$ cat config.mk
export PLATFORM = sky130hd
export DESIGN_NAME = row_col_sequencer
export DESIGN_NICKNAME = d
export VERILOG_FILES = /design/src/rtl/gcn_seq_pkg.sv /design/src/rtl/row_col_sequencer_wrap_counter.sv /design/src/rtl/row_col_sequencer.sv
export SDC_FILE = /design/constraint.sdc
export NUM_CORES = 1
export LEC_CHECK = 0
export CAP_MARGIN = 20
export CORE_AREA = 5 5 42 44
export CTS_CLUSTER_DIAMETER = 40
export DETAILED_ROUTE_END_ITERATION = 10
export DIE_AREA = 0 0 47 49
export PLACE_DENSITY_LB_ADDON = 0.05
export SETUP_SLACK_MARGIN = 0.4
export SYNTH_ARGS = -nofsm -noshare
export SYNTH_HDL_FRONTEND = slang
export SYNTH_HIERARCHICAL = 1
export SYNTH_SLANG_ARGS = --single-unit
$ cat constraint.sdc
create_clock -name clk -period 1.5 [get_ports clk]
set_input_delay 0.45 -clock clk [delete_from_list [all_inputs] [get_ports clk]]
set_output_delay 0.45 -clock clk [all_outputs]
set_load 0.05 [all_outputs]
$ cat src/rtl/gcn_seq_pkg.sv
// Shared types and helpers for the row/column address sequencer.
package gcn_seq_pkg;

  typedef enum logic [1:0] {
    SEQ_IDLE = 2'd0,
    SEQ_RUN  = 2'd1,
    SEQ_DONE = 2'd2
  } seq_state_t;

  // Counter width for n distinct values; a single-value counter still needs one bit.
  function automatic int seq_width(input int n);
    if (n <= 1) return 1;
    return $clog2(n);
  endfunction

endpackage

$ cat src/rtl/row_col_sequencer_wrap_counter.sv
// Up-counter that wraps from MAX back to 0 by compare, so non-power-of-two ranges never overshoot.
module wrap_counter #(
  parameter int MAX = 0,
  parameter int W   = 1
) (
  input  logic         clk,
  input  logic         reset_n,
  input  logic         clr,
  input  logic         inc,
  output logic [W-1:0] count,
  output logic         at_max
);

  localparam logic [W-1:0] MAX_V = W'(MAX);

  logic [W-1:0] count_q, count_d;

  assign at_max = (count_q == MAX_V);
  assign count  = count_q;

  always_comb begin
    count_d = count_q;
    if (clr) begin
      count_d = '0;
    end else if (inc) begin
      count_d = at_max ? '0 : count_q + 1'b1;
    end
  end

  always_ff @(posedge clk or negedge reset_n) begin
    if (!reset_n) begin
      count_q <= '0;
    end else begin
      count_q <= count_d;
    end
  end

endmodule

$ cat src/rtl/row_col_sequencer.sv
// Row-major (column inner) address sweep over FEATURE_ROWS x WEIGHT_COLS with a done pulse.
// Optional stall counter output enabled by defining ROW_SEQ_STALL_CNT_EN.
module row_col_sequencer
  import gcn_seq_pkg::*;
#(
  parameter int  FEATURE_ROWS    = 6,
  parameter int  WEIGHT_COLS     = 3,
  parameter int  COO_NUM_OF_COLS = 6,
  localparam int ROW_BW          = seq_width(FEATURE_ROWS),
  localparam int COL_BW          = seq_width(WEIGHT_COLS),
  localparam int COO_BW          = seq_width(COO_NUM_OF_COLS)
) (
  input  logic              clk,
  input  logic              reset_n,
  input  logic              start,
  input  logic              abort,
  input  logic              enable_count,
  output logic              busy,
  output logic              addr_valid,
  output logic [ROW_BW-1:0] row_count,
  output logic [COL_BW-1:0] col_count,
  output logic [COO_BW-1:0] coo_address,
  output logic              last_col,
  output logic              last_row,
  output logic              done,
`ifdef ROW_SEQ_STALL_CNT_EN
  output logic [15:0]       stall_count,
`endif
  output logic [1:0]        state_dbg
);

  // Handshake: start is a one-cycle request honoured only in IDLE (never queued);
  // addr_valid marks a live address, which is consumed on each cycle enable_count is high.
  seq_state_t state_q, state_d;
  logic       row_at_max, col_at_max;
  logic       run_adv, pass_end, cnt_clr;

  assign run_adv  = (state_q == SEQ_RUN) && enable_count && !abort;
  assign pass_end = run_adv && row_at_max && col_at_max;
  assign cnt_clr  = abort || (state_q != SEQ_RUN) || pass_end;

  always_comb begin
    state_d = state_q;
    if (abort) begin
      state_d = SEQ_IDLE;
    end else begin
      case (state_q)
        SEQ_IDLE: if (start) state_d = SEQ_RUN;
        SEQ_RUN:  if (pass_end) state_d = SEQ_DONE;
        SEQ_DONE: state_d = SEQ_IDLE;
        default:  state_d = SEQ_IDLE;
      endcase
    end
  end

  always_ff @(posedge clk or negedge reset_n) begin
    if (!reset_n) begin
      state_q <= SEQ_IDLE;
    end else begin
      state_q <= state_d;
    end
  end

  wrap_counter #(.MAX(WEIGHT_COLS - 1), .W(COL_BW)) u_col_cnt (
    .clk     (clk),
    .reset_n (reset_n),
    .clr     (cnt_clr),
    .inc     (run_adv),
    .count   (col_count),
    .at_max  (col_at_max)
  );

  wrap_counter #(.MAX(FEATURE_ROWS - 1), .W(ROW_BW)) u_row_cnt (
    .clk     (clk),
    .reset_n (reset_n),
    .clr     (cnt_clr),
    .inc     (run_adv && col_at_max),
    .count   (row_count),
    .at_max  (row_at_max)
  );

  assign busy        = (state_q == SEQ_RUN);
  assign addr_valid  = busy;
  assign done        = (state_q == SEQ_DONE);
  assign last_col    = addr_valid && col_at_max;
  assign last_row    = addr_valid && row_at_max;
  assign coo_address = COO_BW'(row_count);
  assign state_dbg   = state_q;

`ifdef ROW_SEQ_STALL_CNT_EN
  logic [15:0] stall_q, stall_d;

  // Cleared only when a pass is actually accepted so the value survives DONE/IDLE for readout.
  always_comb begin
    stall_d = stall_q;
    if (state_q == SEQ_IDLE && start && !abort) begin
      stall_d = '0;
    end else if (state_q == SEQ_RUN && !enable_count && stall_q != 16'hFFFF) begin
      stall_d = stall_q + 16'd1;
    end
  end

  always_ff @(posedge clk or negedge reset_n) begin
    if (!reset_n) begin
      stall_q <= '0;
    end else begin
      stall_q <= stall_d;
    end
  end

  assign stall_count = stall_q;
`endif

endmodule

After elaboration in Yosys (flattened, before gate mapping)
Index checks and enable logic that the tools add are counted.

cells by class
  add/sub/neg operators = 2
  eq/ne operators = 7
  muxes and demuxes = 10
  reduce and logical (&&, ||, !) cells = 14

operator list
  operator                                               count
  two-way mux 2 bit                                      6
  two-way mux 3 bit                                      3
  logical AND 1 bit                                      7
  equality test 2 bit, second input constant             2
  case mux 2 bit (2 select lines)                        1
  nonzero test 2 bit                                     2
  adder 3 x 1 -> 3 bit, second input constant            1
  equality test 3 bit, second input constant             1
  inequality test 3 x 2 -> 1 bit, second input constant  1
  inequality test 3 bit, second input constant           1
  adder 2 x 1 -> 2 bit, second input constant            1
  equality test 2 x 1 -> 1 bit, second input constant    1
  logical NOT 2 bit                                      1
  logical OR 1 bit                                       2
  inequality test 2 x 1 -> 1 bit, second input constant  1
  AND reduction 2 bit                                    1
  logical NOT 1 bit                                      1

word-level totals
  flip-flop bits (word level) = 7
  input port bits = 5
  word-level logic and storage cells = 36

Longest topological paths before layout
  depth after elaboration = 8
  gate-level depth with buffers = 4
  depth with buffers taken out = 4

Hierarchy
Netlist, hierarchy kept.

modules (own cells, without submodules)
  module                     times used  cells each  area an instance (µm²)  seq. area each (µm²)
  row_col_sequencer          1           19          183.9                   50.0
  wrap_counter at u_row_cnt  1           12          147.6                   75.1
  wrap_counter at u_col_cnt  1           9           95.1                    50.0

Least setup slack after synthesis
No wires, ideal clock.

  kind = register to output
  start point = reg state_q[0], in the netlist state_dbg[0]
  end point = out last_col
  data arrival time = 1.602 ns
  slack = -0.552 ns
  stages on the path, launching flop included = 3
  buffers on the path = 0
  cell sequence = dfrtp_1 nor2b_4 and2_1

on the way
  cells in the longest elaborated chain, start to end = 2

RTL lines
  element                       line                     source
  from (decl)                   row_col_sequencer.sv:34  seq_state_t state_q, state_d;
  from (signal assigned)        row_col_sequencer.sv:60  state_q <= state_d;
  equality test 2 x 1 -> 1 bit  row_col_sequencer.sv:82  assign busy = (state_q == SEQ_RUN);
  net addr_valid                row_col_sequencer.sv:19  output logic addr_valid,
  logical AND 1 bit             row_col_sequencer.sv:85  assign last_col = addr_valid && col_at_max;
  to (decl)                     row_col_sequencer.sv:23  output logic last_col,

The timed path passes the listed nets, and every way through them passes these cells.

Worst setup path after layout
  start point = reg u_row_cnt.count_q[1], in the netlist u_row_cnt/count[1]
  end point = out last_row

on the way
  cells in the longest elaborated chain, start to end = 2

RTL lines
  element                 line                                  source
  from (decl)             row_col_sequencer_wrap_counter.sv:16  logic [W-1:0] count_q, count_d;
  from (signal assigned)  row_col_sequencer_wrap_counter.sv:34  count_q <= count_d;
  equality test 3 bit     row_col_sequencer_wrap_counter.sv:18  assign at_max = (count_q == MAX_V);
  net row_at_max          row_col_sequencer.sv:35               logic row_at_max, col_at_max;
  logical AND 1 bit       row_col_sequencer.sv:86               assign last_row = addr_valid && row_at_max;
  to (decl)               row_col_sequencer.sv:24               output logic last_row,

The timed path passes the listed nets, and every way through them passes these cells.

==> results_dict.tcl <==
set metrics [dict create \
    antenna_found_initial 0 \
    wl_per_cell_um 15.8 \
    syn-instance-count 40 \
    drt_iter0_drc 3 \
    dieHeight_um 49 \
    core_um2 1400 \
    end_kind "output pin" \
    synth_top_area_cell "dfrtp_1" \
    cts_buffers 3 \
    io_pins 20 \
    yosysTopAreaCellShare 0.411 \
    ir_drop_v 0.000329 \
    grt_max_degree 8 \
    cts_hold_buf 0 \
    multiInputGateArea_um2 294 \
    status "complete, but fails checks" \
    finalCriticalPeriod_ps 1630 \
    synth-simple-area-share 0.405 \
    wl_mm 1.53 \
    utilization 0.765 \
    drive_gt1_frac 0.802 \
    place.gp.congestion 0.769 \
    worstSetupPathType "register to output pin" \
    synthFlopType "dfrtp_1" \
    slew-limit-headroom 0.779 \
    netlist_area_um2 427 \
    synth.mux.area_fraction 0 \
    syn_nets 45 \
    min_path_type "input pin to async pin" \
    slew_violations 0 \
    syn2layout_area_growth_pct 151 \
    grt_pass1_vias 520 \
    grt_overflow_total 0 \
    power.density_nw_per_um2 457 \
    grt_pass1_wl_mm 2.48 \
    fill_cells 89 \
    grt_usage 0.152 \
    rsz0062_at_grt "yes" \
    arrival_ps 1180 \
    yosysSeqAreaShare 0.411 \
    synth_top_family_by_area "simple AND/OR/NAND/NOR gates" \
    seqCellArea_um2 184 \
    fmax_mhz 615 \
    clkTransAtPathRegs_ps 60 \
    yosysUniqueCellTypes 21 \
    synth_compound_area_frac 0.0938 \
    place_ws_ps -302 \
    final_hold_viol_count 0 \
    initial_utilization 0.304 \
    via_per_inst 4.86 \
    dp_cells 81 \
    synth.avg_cell_area_um2 10.7 \
    synth.most_common_cell "dfrtp_1" \
    yosysWarnings 6 \
    finClkSkew_ps 2.67 \
    cts_max_path_buffers 2 \
    fin_crit_sh 1.08 \
    dpl.hpwl_um 948 \
    p_leak_nw 0.441 \
    violations "negative setup slack" \
    drc 0 \
    cap_violations 0 \
    dieArea_um2 2300 \
    synth_common_cells "7 x dfrtp_1, 4 x a21oi_1, 4 x buf_4, 3 x and2_1" \
    synth_edf_count 0 \
    cts_tree "built" \
    root_buffer "clkbuf_4" \
    critPathLaunchType "register" \
    htreeDepth 1 \
    die_width_um 47 \
    yosys.area_share.adder 0 \
    vias 471 \
    port_buffers 19 \
    final_nets 87 \
    synthTopCellsByArea "dfrtp_1 41%, buf_4 7.0%, nor3b_2 5.9%, a21bo_1 4.7%, a21oi_1 4.7%" \
    fin_cells 97 \
    clk_latency_ps 260 \
    antenna_cells 0 \
    setup_slack_ps -126 \
    async_flop_share 1.00 \
    first_pass_iters 4 \
    rows 14 \
    crit_required_ps 1050 \
    yosys.area_share.xor_xnor 0.0205 \
    cp_max_fo 2 \
    cts_sinks 7 \
    setup_viol 10 \
    yosys_register_bits 7 \
    detail-route-antenna-nets 0 \
    ff2ff_path_depth 5 \
    worstMarginPinSlew_ps 331 \
]
cell usage in the layout, fill, tap and decap left out, drive strengths merged, types with 2 or more instances in the layout:
cell,count
nor2b,3
dlygate4sd2,2
clkbuf,4
nor3b,2
a21bo,2
buf,37
a21oi,4
clkdlybuf4s50,2
nand2b,2
and2,3
dfrtp,7
nor2,2
flip-flops by register name, indices dropped and copies added, names as in the netlist:
register	count
u_row_cnt/count	3
u_col_cnt/count	2
state_dbg	2
through the flow:
stage | TNS [ps] | instance area, µm² | hold WS [ps] | total power, mW
detailed placement | -1220 | 853 | 618 | 0.287
finish | -503 | 1070 | 452 | 0.490
CTS | -429 | 1030 | 454 | 0.494
floorplan | -652 | 470 | 154 | 0.235
global placement | -1060 | 853 | 607 | 0.286
global route | -1020 | 1070 | 466 | 0.514
report_power, final:
group          leakage, nW  internal (mW)  total, mW  switching, mW
clock               0.0150          0.102      0.182         0.0794
sequential          0.0850          0.191      0.194        0.00240
combinational        0.341         0.0625      0.115         0.0525
logic make-up (layout without fill, tap and decap cells):
| group | Yosys count | in the layout |
|---|---|---|
| XOR/XNOR | 1 | 1 |
| buffers and inverters | 4 | 45 |
| AO/OA/AOI/OAI | 6 | 6 |
| AND/OR/NAND/NOR | 22 | 22 |
| flip-flops | 7 | 7 |
final timing paths:
| path | from | end | slack, ps |
|---|---|---|---|
| worst max register to register | state_dbg[1] | u_col_cnt/count[0] | -20 |
| max in group asynchronous | reset_n | u_row_cnt/count[1] | 780 |
| worst max-delay path | u_row_cnt/count[1] | last_row | -130 |
| worst min-delay path | reset_n | u_row_cnt/count[0] | 450 |
| min in group clk | u_col_cnt/count[0] | state_dbg[1] | 620 |
| worst min register to register | u_col_cnt/count[0] | state_dbg[1] | 620 |
metal layers:
layer / GRT usage / vias to the layer above / share of wire
met1: 0.161 / 230 / 0.39
met2: 0.249 / 17 / 0.53
met4: 0.111 / 0 / 0.031
li1: - / 219 / -
met5: 0 / - / 0
met3: 0.0332 / 5 / 0.052
timing repair:
action                                 in CTS  in global routing
setup endpoints to repair                  22                 22
pin swaps                                   7                  4
resized for setup                          22                  4
endpoints found under the hold margin       0                  0
setup buffers                              10                  2
layout make-up:
class / count / area share
timing repair buffer: 41 / 0.511
tap: 16 / 0.0187
sequential: 7 / 0.172
clock buffer: 4 / 0.0245
multi-input combinational: 29 / 0.274
worst max-delay path: stages (launching register included):
cell	delay, ps
dfrtp_2	400
and3b_2	240
and2_4	150
buf_12	130
(Power assumes the default switching activity.)
==> edit 1, RTL diff (config.mk and constraints unchanged) <==
Change the parameter `WEIGHT_COLS` from 3 to 2.
--- a/src/rtl/row_col_sequencer.sv
+++ b/src/rtl/row_col_sequencer.sv
@@ -5,5 +5,5 @@
 #(
   parameter int  FEATURE_ROWS    = 6,
-  parameter int  WEIGHT_COLS     = 3,
+  parameter int  WEIGHT_COLS     = 2,
   parameter int  COO_NUM_OF_COLS = 6,
   localparam int ROW_BW          = seq_width(FEATURE_ROWS),
Interface: changed (resized col_count); port bits go from 20 to 19. No check against the original RTL was run, so the function may have changed too.
==> edit 1 against the unedited design <==
Sequential power down 14%; cell area fell by 8.8%; synthesized area decreased by 12%; sequential cell count decreased by 1; synthesized cell count decreased by 13%; worst setup slack gained 0.011 ns; die area unchanged; the flow still finishes with violations (setup timing); final cell count shrank 6.2%; total power shrank 8.4%; core utilization shrank 6.7 points; critical endpoint unchanged; wire length is 18% lower; non-clock buffer count unchanged.
==> edit 1: results (changes against the unedited design) <==
- Clk root buf: clkbuf_4 (unchanged)
- Post-synthesis mux area share: 0 (unchanged)
- Ys Warns: 6 (unchanged)
- Reg2Reg Depth: 6 (was 5)
- Routability congestion estimate: 0.754 (was 0.769)
- Status: complete, but fails checks (unchanged)
- Clock transition at the registers of the reported paths: 0.05 ns
- Hold WC Path Type: input pin to asynchronous set/reset pin (unchanged)
- Slowest library cell on the worst path: dfrtp_2 (unchanged)
- Vias in the first global route: 434 (was 520)
- Clock Tree Buf Depth: 2 (unchanged)
- Final setup fails: 8 (was 10)
- Compound-cell area share of the yosys netlist: 0.0797 (was 0.0938)
- Antenna violations before repair: 0 (unchanged)
- CTS H-tree lvls: 1 (unchanged)
- Vias per std cell: 4.59 (was 4.86)
- VDD IR max: 459 uV (was 329 uV)
- Filler cell count: 105 (was 89)
- Leak pwr: 0.425 nW (was 0.441 nW)
- Critical Path AT: 1.16 ns (was 1.18 ns)
- Final Skew: 0.00817 ns (was 0.00267 ns)
- Top cells by count, synth: dfrtp_1 (6), buf_4 (5), and2_1 (3), nor2_1 (3) (was dfrtp_1 (7), a21oi_1 (4), buf_4 (4))
- DRT Pass-1 Iters: 2 (was 4)
- Failing checks: setup timing (unchanged)
- Crit-path max FO: 2 (unchanged)
- Mapped Nets: 40 (was 45)
- Fin. Hold Viols: 0 (unchanged)
- Most area-consuming cells after synthesis: dfrtp_1 (40%), buf_4 (10%), nor3b_2 (6.6%) (was dfrtp_1 (41%), buf_4 (7.0%), nor3b_2 (5.9%))
- WL/cell: 13.8 um (was 15.8 um)
- Max_slew headroom: 0.812 (was 0.779)
- Register area share after synthesis: 0.399 (was 0.411)
- Asr flop ratio synth: 1.00 (unchanged)
- Max reg flops: 3 (unchanged)
- Final setup TNS: -0.594 ns (was -0.503 ns)
- Nets: 81 (was 87)
- Internal power: 0.327 mW (was 0.356 mW)
- Diodes inserted: 0 (unchanged)
- Pin count of the biggest net entering global routing: 7 (was 8)
- CP max stage delay: 0.40 ns (about the same)
- HPWL after DPL: 773 um (was 948 um)
- Adder-Cell Fraction of Synth Area: 0 (unchanged)
- Pre-CTS setup slack: -0.192 ns (was -0.302 ns)
- Layout cell share with drive strength beyond 1: 0.787 (was 0.802)
- IO Port Bufs: 18 (was 19)
- First-pass GRT wire length: 1950 um (was 2480 um)
- Total track usage: 0.122 (was 0.152)
- Yosys cell types: 18 (was 21)
- Worst-skew pair later-pin latency: 0.26 ns (about the same)
- First DRT Iteration DRCs: 1 (was 3)
- XOR/XNOR Fraction of Synth Area: 0.0465 (was 0.0205)
- TritonCTS buffer count: 3 (unchanged)
- Worst setup margin: -0.114 ns (was -0.126 ns)
edit 1: final cells by class:
| type | count | area, um2 | area share |
|---|---|---|---|
| clock buffers | 4 | 26.3 | 0.0269 |
| well taps | 16 | 20.0 | 0.0205 |
| multi-input cells | 24 | 235 | 0.240 |
| repair buffers | 41 | 539 | 0.551 |
| flip-flops and latches | 6 | 158 | 0.161 |
edit 1: path summary, 6_finish.rpt:
kind / to / slack, ns / from
max reg2reg: u_row_cnt/count[1]$_DFFE_PN0P_ / 0.01 / state_dbg[1]$_DFFE_PN0P_
min reg2reg: u_col_cnt/at_max$_DFFE_PN0P_ / 0.73 / u_col_cnt/at_max$_DFFE_PN0P_
max: last_row / -0.11 / u_row_cnt/count[0]$_DFFE_PN0P_
min in group clk: state_dbg[1]$_DFFE_PN0P_ / 0.54 / enable_count
max in group asynchronous: u_row_cnt/count[1]$_DFFE_PN0P_ / 0.82 / reset_n
min: u_row_cnt/count[2]$_DFFE_PN0P_ / 0.44 / reset_n
edit 1: stage by stage:
step / hold WS, ns / util / area [um2] / total power [mW] / cells
finish: 0.437 / 0.698 / 978 / 0.449 / 91
global route: 0.455 / 0.698 / 978 / 0.472 / 91
CTS: 0.443 / 0.649 / 910 / 0.442 / 85
detailed placement: 0.559 / 0.525 / 736 / 0.257 / 69
global placement: 0.549 / 0.525 / 736 / 0.256 / 69
floorplan: 0.154 / - / 418 / 0.209 / 35
edit 1: power groups by stage:
stage / Combinational, mW / Sequential, mW / Clock [mW]
floorplan: 0.0320 / 0.177 / 0
global placement: 0.0844 / 0.172 / 0
detailed placement: 0.0849 / 0.172 / 0
CTS: 0.103 / 0.167 / 0.172
global route: 0.117 / 0.167 / 0.187
finish: 0.111 / 0.167 / 0.171
edit 1: repair_timing:
action,CTS,global route
pin swaps,6,3
endpoints found under the setup margin,20,20
resized for setup,15,6
setup buffers,12,6
edit 1: layer usage:
metal	vias to the layer above	global-route usage	wire, um
met1	200	0.124	463
li1	200	-	-
met2	14	0.213	652
met4	0	0.0691	45
met5	-	0	0
met3	4	0.0295	90
edit 1: logic make-up after synthesis:
group,Yosys count
AO/OA/AOI/OAI,4
XOR/XNOR,2
buffers and inverters,5
flip-flops,6
AND/OR/NAND/NOR,18
edit 1: worst max-delay path: cells and delay by family (launching register included):
family	cells	cell delay [ns]
DFF	1	0.40
and+or+nand+nor	2	0.37
buffers and inverters	1	0.14
==> edit 2, RTL diff (same flow settings) <==
Without the edit above. Put a register stage on the output `col_count`, cleared by the reset. The value now appears one clock later. The other outputs are not delayed to match.
--- a/src/rtl/row_col_sequencer.sv
+++ b/src/rtl/row_col_sequencer.sv
@@ -29,4 +29,6 @@
   output logic [1:0]        state_dbg
 );
+
+  logic [COL_BW-1:0] col_count_d;
 
   // Handshake: start is a one-cycle request honoured only in IDLE (never queued);
@@ -67,5 +69,5 @@
     .clr     (cnt_clr),
     .inc     (run_adv),
-    .count   (col_count),
+    .count   (col_count_d),
     .at_max  (col_at_max)
   );
@@ -112,4 +114,12 @@
 `endif
 
+  always_ff @(posedge clk or negedge reset_n) begin
+    if (!reset_n) begin
+      col_count <= '0;
+    end else begin
+      col_count <= col_count_d;
+    end
+  end
+
 endmodule
 
Check against the original RTL: not equivalent (a bounded check fails within 4 cycles, from zero or initial values and one cycle with reset_n low).
==> edit 2 against the unedited design <==
The run still ends with setup timing left; fmax fell by 0.71%; sequential power rose by 28%; hold slack improved by 0.035 ns; sequential share of layout area up 2.5 points; worst setup slack lost 0.012 ns; sequential cell count increased by 2; clock power about the same; cell area grew 9.6%; wire length is 3.6% higher; synthesized area up 12%; critical path depth is 3 higher; total power grew 11%.
==> edit 2: results (changes against the unedited design) <==
- Area growth syn-to-layout: 146% (was 151%)
- Final setup TNS: -0.929 ns (was -0.503 ns)
- Final setup fails: 13 (was 10)
- Top cells by count, synth: dfrtp_1 (9), a21oi_1 (4), buf_4 (4) (was dfrtp_1 (7), a21oi_1 (4), buf_4 (4))
- Register area share after synthesis: 0.472 (was 0.411)
- Failing checks: setup timing (unchanged)
- Final Skew: 0.00412 ns (was 0.00267 ns)
- Filler cell count: 74 (was 89)
- First-pass GRT wire length: 2210 um (was 2480 um)
- Pre-CTS setup slack: -0.279 ns (was -0.302 ns)
- Met3 Use GR: 0.0221 (was 0.0332)
- Routability congestion estimate: 0.752 (was 0.769)
- Layout cell share with drive strength beyond 1: 0.767 (was 0.802)
- CTS-repair resized insts: 12 (was 22)
- Postcts setup bufs: 13 (was 10)
- Worst setup margin: -0.138 ns (was -0.126 ns)
- Met1 usage: 0.161 (about the same)
- Critical Path AT: 1.82 ns (was 1.18 ns)
- XOR/XNOR Fraction of Synth Area: 0.0184 (was 0.0205)
- Delay-heaviest family, CP: simple AND/OR/NAND/NOR gates (was flip-flops)
- CP max stage delay: 0.45 ns (was 0.40 ns)
- Total track usage: 0.131 (was 0.152)
- Placed Area: 893 um2 (was 853 um2)
- Status: complete, but fails checks (unchanged)
- Total vias in the final route: 494 (was 471)
- Nonclk buf count: 48 (was 41)
- Most area-consuming cells after synthesis: dfrtp_1 (47%), buf_4 (6.3%), nor3b_2 (5.2%) (was dfrtp_1 (41%), buf_4 (7.0%), nor3b_2 (5.9%))
- VDD IR max: 391 uV (was 329 uV)
- WL met3: 79 um (was 80 um)
- Finished Layout Cells: 106 (was 97)
- Top sig layer: met3 (was met4)
- Dpl cells: 82 (was 81)
- Avg Cell Area, Syn: 11.4 um2 (was 10.7 um2)
- Crit-path max FO: 3 (was 2)
- Nets: 96 (was 87)
edit 2: changes by cell type after synthesis:
cell,before,now
dfrtp_1,7,9
edit 2: worst paths after layout:
kind | startpoint | to | slack, ns | depth (start not counted)
max reg2reg | state_dbg[1]$_DFFE_PN0P_ | u_col_cnt/count[0]$_DFFE_PN0P_ | -0.14 | 6
min | reset_n | u_row_cnt/count[1]$_DFFE_PN0P_ | 0.49 | 1
min in group clk | u_col_cnt/count[1]$_DFFE_PN0P_ | col_count[1]$_DFF_PN0_ | 0.54 | 1
max | state_dbg[1]$_DFFE_PN0P_ | u_col_cnt/count[0]$_DFFE_PN0P_ | -0.14 | 6
min reg2reg | u_col_cnt/count[1]$_DFFE_PN0P_ | col_count[1]$_DFF_PN0_ | 0.54 | 1
max in group asynchronous | reset_n | state_dbg[0]$_DFFE_PN0P_ | 0.71 | 1
edit 2: report_power, final:
group	switching (mW)	total, mW	internal, mW
sequential	0.00366	0.249	0.246
clock	0.0800	0.182	0.102
combinational	0.0522	0.113	0.0608
